$ cat src/rtl/ex_wb_stage.sv
// EX→WB pipeline register with the HI/LO registers, WB data select,
// GPIO output register and gpio_in synchronizer.
module ex_wb_stage #(
    parameter int DW          = 32,
    parameter int AW          = 5,
    parameter int SYNC_STAGES = 2
) (
    input  logic          clk,
    input  logic          rst,
    input  logic          valid_EX,
    input  logic          regwrite_EX,
    input  logic          rdrt_EX,
    input  logic [AW-1:0] rd_EX,
    input  logic [AW-1:0] rt_EX,
    input  logic [1:0]    regsel_EX,
    input  logic          enhilo_EX,
    input  logic          GPIO_OUT,
    input  logic          GPIO_IN,
    input  logic [DW-1:0] lo_EX,
    input  logic [DW-1:0] hi_EX,
    input  logic [DW-1:0] readdata2_EX,
    input  logic [DW-1:0] gpio_in,
    output logic [DW-1:0] gpio_out,
    output logic          regwrite_WB,
    output logic [AW-1:0] writeaddr_WB,
    output logic [DW-1:0] writedata_WB,
    output logic [DW-1:0] hi_q,
    output logic [DW-1:0] lo_q
);

    logic [SYNC_STAGES-1:0][DW-1:0] sync_q;
    logic [DW-1:0]                  gpio_sync;
    logic [AW-1:0]                  dest;
    logic                           wr_en;
    logic [DW-1:0]                  wdata;

    assign gpio_sync = sync_q[SYNC_STAGES-1];

    // Free-running chain; stage 0 is the metastability-catching flop
    always_ff @(posedge clk or negedge rst) begin
        if (!rst) begin
            sync_q <= '0;
        end else begin
            sync_q <= {sync_q[SYNC_STAGES-2:0], gpio_in};
        end
    end

    assign dest  = rdrt_EX ? rt_EX : rd_EX;
    assign wr_en = valid_EX & regwrite_EX & ~GPIO_OUT & (dest != '0);

    always_comb begin
        wdata = lo_EX;
        if (GPIO_IN) begin
            wdata = gpio_sync;
        end else if (regsel_EX == 2'd1) begin
            wdata = hi_q;
        end else if (regsel_EX == 2'd2) begin
            wdata = lo_q;
        end
    end

    always_ff @(posedge clk or negedge rst) begin
        if (!rst) begin
            regwrite_WB  <= 1'b0;
            writeaddr_WB <= '0;
            writedata_WB <= '0;
        end else begin
            regwrite_WB <= wr_en;
            if (valid_EX) begin
                writeaddr_WB <= dest;
                writedata_WB <= wdata;
            end
        end
    end

    // mfhi/mflo one cycle after mult sees the new value via this register
    always_ff @(posedge clk or negedge rst) begin
        if (!rst) begin
            hi_q <= '0;
            lo_q <= '0;
        end else if (valid_EX && enhilo_EX) begin
            hi_q <= hi_EX;
            lo_q <= lo_EX;
        end
    end

    always_ff @(posedge clk or negedge rst) begin
        if (!rst) begin
            gpio_out <= '0;
        end else if (valid_EX && GPIO_OUT) begin
            gpio_out <= readdata2_EX;
        end
    end

endmodule

$ cat config.mk
export PLATFORM = sky130hd
export DESIGN_NAME = ex_wb_stage
export DESIGN_NICKNAME = d
export VERILOG_FILES = /design/src/rtl/ex_wb_stage.sv
export SDC_FILE = /design/constraint.sdc
export NUM_CORES = 1
export LEC_CHECK = 0
export BUFFER_PORTS_ARGS = -buffer_cell sky130_fd_sc_hd__buf_2
export CORE_MARGIN = 2
export CORE_UTILIZATION = 49
export CTS_CLUSTER_DIAMETER = 100
export DETAILED_ROUTE_END_ITERATION = 6
export PLACE_DENSITY = 0.79
export SLEW_MARGIN = 20
export SYNTH_ARGS = -nofsm -noshare
export SYNTH_HDL_FRONTEND = slang
export SYNTH_SLANG_ARGS = --single-unit
$ cat constraint.sdc
create_clock -name clk -period 1.4 [get_ports clk]
set_input_delay 0.07 -clock clk [delete_from_list [all_inputs] [get_ports clk]]
set_output_delay 0.07 -clock clk [all_outputs]
set_load 0.01 [all_outputs]
==> impl_metrics.json, run 1 <==
{
  "finalPower_mw": 14.4,
  "startpoint_type": "input pin",
  "fillCellCount": 946,
  "required_ns": 1.71,
  "row_count": 45,
  "clockRootBuffer": "clkbuf_16",
  "first_iter_violations": 418,
  "grt_setup_unrepaired": "false",
  "die_area_um2": 16700,
  "final.setup.tns_ns": 0,
  "numCtsBuffers": 17,
  "insertion_delay_ns": 0.43,
  "synth_warnings": 0,
  "cp_max_fo": 2,
  "syn_area_um2": 7700,
  "cts_setup_buffers": 0,
  "cpMaxStageDelayCell": "dlygate4sd3_1",
  "cts_tree": "done",
  "syn-num-nets": 669,
  "areaGrowthSynthToFinish_pct": 49.6,
  "grt_usage_pct": 28.2,
  "h-tree-depth": 4,
  "finalWeightedCongestion": 0.840,
  "synth_commonest_cells": "dfrtp_1 (198), mux2_2 (96), a21oi_1 (37), and3_1 (33), or3b_2 (32)",
  "drc_errors": 0,
  "drt-total-wl_mm": 23.3,
  "path_cells": "dlygate4sd3_1 -> buf_2 -> nor3_1 -> nor4_1 -> dlygate4sd3_1",
  "synthMostInstantiatedCell": "dfrtp_1",
  "antenna_found_initial": 0,
  "dp_hpwl_mm": 14.8,
  "yosysTopAreaCellShare_pct": 64.3,
  "initial_core_util_pct": 50.5,
  "clockBufferDepth": 2,
  "numPortBuffers": 281,
  "cts_sinks": 198,
  "grt_pass1_wl_mm": 35.6,
  "gr-total-overflow": 0,
  "ys.flop_type": "dfrtp_1",
  "syn_inst": 521,
  "finalHoldViolCount": 0,
  "grt_pass1_vias": 6705,
  "power_density_nw_per_um2": 1250,
  "fmax_ghz": 0.721,
  "crit_arrival_ns": 1.69,
  "worst_slew_pin_slew_ns": 0.325,
  "crit_family": "buffers and inverters",
  "synth_edf_count": 0,
  "synth_top_cell_by_area": "dfrtp_1",
  "min-delay-path-class": "input pin to asynchronous set/reset pin",
  "cpMostUsedCell": "dlygate4sd3_1",
  "drive_gt1_share_pct": 51.8,
  "fin_crit_sh_pct": 99.0,
  "die_h_um": 129,
  "irDropWorstVdd_uv": 930,
  "die-width_um": 129,
  "min_period_ns": 1.39,
  "grt_max_degree": 59,
  "synth_seq_cells": 198,
  "synth.yosys.seq_area_share_pct": 64.3,
  "syn_area_per_cell_um2": 14.8,
  "detail-route-antenna-nets": 0,
  "path_class": "input pin to register",
  "end_kind": "register",
  "slew_headroom_pct": 78.3,
  "avgRoutedWirePerCell_um": 19.9,
  "status": "complete, no violations",
  "p_leak_nw": 5.43,
  "clock_skew_ns": 0.0105,
  "fin_nets": 1094,
  "ff_latch_area_um2": 4950,
  "setup_viol": 0,
  "critPathMaxStageDelay_ns": 0.57,
  "antenna_cells": 0,
  "dr.pass1.iters": 4,
  "ios": 282,
  "crit_buf_inv": 3,
  "drv_cap": 0,
  "async_reset_ff_share_pct": 100,
  "drv_slew": 0,
  "via_count": 6265,
  "yosys-top-cells-area": "dfrtp_1 (64%), mux2_2 (14%), o31ai_2 (4.4%), or3b_2 (3.6%), o221ai_1 (3.3%)",
  "yosysUniqueCellTypes": 21,
  "multi_input_area_um2": 2570,
  "core_um2": 15300,
  "clkTransAtPathRegs_ns": 0.07,
  "routed_via_density": 5.35
}
-- metrics by stage --
| step | setup WS [ns] | cells | cell area (µm²) | util [%] | hold WS [ns] |
|---|---|---|---|---|---|
| floorplan | 0.244 | 521 | 7700 | - | -0.226 |
| global placement | 0.0897 | 996 | 9530 | 62.5 | 0.00287 |
| detailed placement | 0.0409 | 996 | 9530 | 62.5 | 0.00392 |
| CTS | 0.0903 | 1170 | 11500 | 75.5 | 0.106 |
| global route | 0.0116 | 1170 | 11500 | 75.5 | 0.129 |
| finish | 0.0137 | 1170 | 11500 | 75.5 | 0.120 |
-- metal layers --
layer  track usage (%)  part of all wire, %  wire length (µm)
met5                 0                    0                 0
met4              11.3                  2.5               590
met3              6.44                  7.3              1710
met2              48.6                   51             12000
met1              34.5                   39              9050
-- cell usage in the layout, fill, tap and decap left out, types with 2 or more instances in the layout --
| master | synthesis | final |
|---|---|---|
| clkinvlp_4 | 0 | 2 |
| buf_12 | 0 | 12 |
| mux2_2 | 96 | 96 |
| o221ai_2 | 3 | 3 |
| dlygate4sd3_1 | 0 | 142 |
| o221ai_1 | 29 | 29 |
| inv_8 | 0 | 3 |
| o31ai_2 | 27 | 27 |
| o31ai_1 | 5 | 5 |
| buf_2 | 12 | 279 |
| nor3_1 | 2 | 2 |
| buf_4 | 0 | 11 |
| inv_6 | 0 | 4 |
| and3_1 | 33 | 33 |
| or3b_2 | 32 | 32 |
| clkinv_2 | 0 | 4 |
| mux2i_1 | 5 | 5 |
| nor2_1 | 6 | 6 |
| clkbuf_16 | 0 | 17 |
| nand2_1 | 3 | 2 |
| dfrtp_1 | 198 | 198 |
| a21oi_1 | 37 | 37 |
-- sequential cells by signal (all words and copies together), names as in the netlist --
register and count:
gpio_sync 32, gpio_out 32, regwrite_WB 1, hi_q 32
sync_q 32, writedata_WB 32, lo_q 32, writeaddr_WB 5
-- logic make-up after synthesis --
group,Yosys count,share of synthesized area (%)
xor gates and xnor gates,1,0.211
AOI/OAI and AO/OA,101,11.2
muxes,101,14.7
and+or+nand+nor,79,7.15
DFF,198,64.3
buffers and inverters,41,2.48
-- power by group --
part	switching (mW)	total [mW]	internal (mW)	leakage (nW)
registers	0.443	6.81	6.36	2.33
logic	1.37	2.84	1.47	2.82
clock network	2.26	4.76	2.50	0.280
-- worst paths after layout --
| kind | start | to | slack, ns | cells after the start |
|---|---|---|---|---|
| min reg2reg | sync_q[4] | gpio_sync[4] | 0.35 | 0 |
| min | rst | hi_q[30] | 0.12 | 2 |
| max in group asynchronous | rst | gpio_out[20] | 0.66 | 3 |
| max reg2reg | hi_q[31] | writedata_WB[31] | 0.16 | 3 |
| min in group clk | GPIO_IN | writedata_WB[13] | 0.13 | 3 |
| max | rd_EX[2] | regwrite_WB | 0.01 | 5 |
-- repair_timing --
item                                    4_1_cts  5_1_grt
hold buffers                                142        0
resized for setup                             0        1
endpoints found under the setup margin        0        1
endpoints found under the hold margin       339        0
-- cell type report --
class	instances	area share, %
clock buffer	17	3.69
clock inverter	15	1.24
inverter	1	0.0326
multi-input combinational	282	22.3
sequential	198	43.0
tap	211	2.29
timing repair buffer	446	27.4
Power figures use the tool's default switching activity.
==> run 2, diff against run 1 <==
CORE_UTILIZATION = 50   (was 49)
PLACE_DENSITY = 0.81   (was 0.79)
clock period = 1.7 ns   (was 1.4 ns; I/O delays follow)
==> run 2 against run 1 <==
Effect of this change: the run now ends with hold timing left; critical path depth stayed put; register-to-register slack better by 0.26 ns; worst hold slack worse by 0.12 ns; routed wire length is 3.5% lower; sequential power is 18% lower; final cell count is 2.8% lower; highest routed layer unchanged; sequential cell count stayed put; combinational power is 19% lower; global-route usage is 0.67 points lower; worst setup slack better by 0.40 ns; clock power is 11% lower; die area is 1.9% lower.
==> impl_metrics.json, run 2 (synthesis results as in run 1) <==
{
  "antenna_cells": 0,
  "fin_crit_sh_pct": 75.5,
  "routed.top_layer": "met4",
  "setup_viol": 0,
  "drv_slew": 0,
  "combPwrFrac_pct": 19.0,
  "gr-total-overflow": 0,
  "h-tree-depth": 4,
  "dr.pass1.iters": 4,
  "drt-total-wl_mm": 22.5,
  "die_area_um2": 16400,
  "detail-route-antenna-nets": 0,
  "drive_gt1_share_pct": 51.9,
  "insertion_delay_ns": 0.43,
  "slew_headroom_pct": 56.3,
  "grt_setup_unrepaired": "false",
  "clock_skew_ns": 0.00877,
  "power_density_nw_per_um2": 1060,
  "min_period_ns": 1.28,
  "numCtsBuffers": 17,
  "row_count": 45,
  "min-delay-path-class": "input pin to register",
  "final_cell_mix": "buf_2 (279), dfrtp_1 (198), dlygate4sd3_1 (138), mux2_2 (96), a21oi_1 (37)",
  "worst_slew_pin_slew_ns": 0.656,
  "fin_nets": 1084,
  "path_class": "input pin to register",
  "wl_met2_mm": 11.4,
  "final.setup.tns_ns": 0,
  "cp_max_fo": 32,
  "core_um2": 15100,
  "timing.hold.ws_ns": -0.00284,
  "cpMaxStageDelayCell": "dlygate4sd3_1",
  "routed_via_density": 5.47,
  "irDropWorstVdd_uv": 744,
  "swShare_pct": 27.6,
  "finalHoldViolCount": 1,
  "numPortBuffers": 281,
  "grt_max_degree": 62,
  "cts_tree": "done",
  "via_count": 6220,
  "startpoint_type": "input pin",
  "p_sw_mw": 3.35,
  "fmax_ghz": 0.779,
  "grt_usage_pct": 27.5,
  "initial_core_util_pct": 50.9,
  "cts_sinks": 198,
  "p_int_mw": 8.79,
  "end_kind": "register",
  "grt_pass1_vias": 6565,
  "areaGrowthSynthToFinish_pct": 48.4,
  "finalCoreUtilization_pct": 75.5,
  "clockBufferDepth": 2,
  "p_seq_share_pct": 46.1,
  "antenna_found_initial": 0,
  "setup_slack_ns": 0.417,
  "status": "finished, violations left",
  "finalWeightedCongestion": 0.812,
  "avgRoutedWirePerCell_um": 19.8,
  "worst-r2r-setup-slack_ns": 0.42,
  "dr_wl_met3_mm": 1.43,
  "ios": 282,
  "final_common_cell": "buf_2",
  "required_ns": 2.02,
  "dp_hpwl_mm": 13.9,
  "die_h_um": 128,
  "pre_cts_slack_ns": 0.167,
  "clkPwrFrac_pct": 34.8,
  "clkTransAtPathRegs_ns": 0.08,
  "path_cells": "dlygate4sd3_1 -> buf_2 -> nand2_1 -> buf_4 -> mux2_2",
  "clockRootBuffer": "clkbuf_16",
  "crit_arrival_ns": 1.60,
  "wl_met1_mm": 9.06,
  "die-width_um": 128,
  "violations": "hold timing",
  "drv_cap": 0,
  "p_leak_nw": 5.40,
  "grt_pass1_wl_mm": 34.4,
  "critPathMaxStageDelay_ns": 0.52,
  "first_iter_violations": 330,
  "drc_errors": 0
}
## run 2: changes by cell type in the layout (fill, tap and decap cells not counted)
cell | before | now
dlygate4sd3_1 | 142 | 138
clkinvlp_4 | 2 | 0
clkbuf_4 | 1 | 0
buf_12 | 12 | 9
inv_6 | 4 | 5
or4_4 | 0 | 1
clkinv_2 | 4 | 3
bufinv_16 | 1 | 3
or4_1 | 1 | 0
buf_4 | 11 | 9
nor3_2 | 0 | 1
nor3_1 | 2 | 1
## run 2: power by group through the flow
stage / combinational [mW] / clock (mW) / sequential (mW)
floorplan: 0.798 / 0 / 5.81
global placement: 1.96 / 0 / 5.62
detailed placement: 2.02 / 0 / 5.66
CTS: 2.27 / 4.26 / 5.58
global route: 2.47 / 4.47 / 5.65
finish: 2.31 / 4.23 / 5.60
## run 2: critical path: cells and delay by family
kind	cells	cell delay [ns]
buf+inv	3	1.01
mux	1	0.40
simple gates	1	0.07
## run 2: cell type report
class	instances	area [µm²]
clock inverter	15	191
sequential	198	4950
fill	909	3720
timing repair buffer	436	3040
inverter	1	3.75
tap	188	235
multi-input combinational	282	2580
clock buffer	17	425
## run 2: stage by stage
stage          hold WS (ns)  instance area (µm²)  instances  power, mW
2_1_floorplan        -0.211                 7700        521       6.61
3_3_place_gp          0.107                 9420        967       7.58
3_5_place_dp          0.110                 9420        967       7.68
4_1_cts             0.00342                11400       1137       12.1
5_1_grt             0.00896                11400       1137       12.6
6_report           -0.00284                11400       1137       12.1
## run 2: worst paths after layout
path                       startpoint         endpoint  depth (start not counted)
max in group asynchronous         rst       sync_q[24]                          3
min reg2reg                sync_q[26]    gpio_sync[26]                          0
max reg2reg                   hi_q[7]  writedata_WB[7]                          3
min in group asynchronous         rst          hi_q[0]                          2
min                          rd_EX[2]      regwrite_WB                          3
max                          GPIO_OUT     gpio_out[19]                          5
## run 2: timing repair
action / CTS / global route
resized for setup: 0 / 2
setup buffers: 0 / 0
hold buffers: 138 / 1
hold endpoints to repair: 190 / 1
setup endpoints to repair: 0 / 1
## run 2: per-layer routing
layer	vias to the layer above	global-route usage (%)
met4	0	11.4
met1	3081	32.8
met3	61	6.59
li1	2763	-
met5	-	0
met2	315	48.0
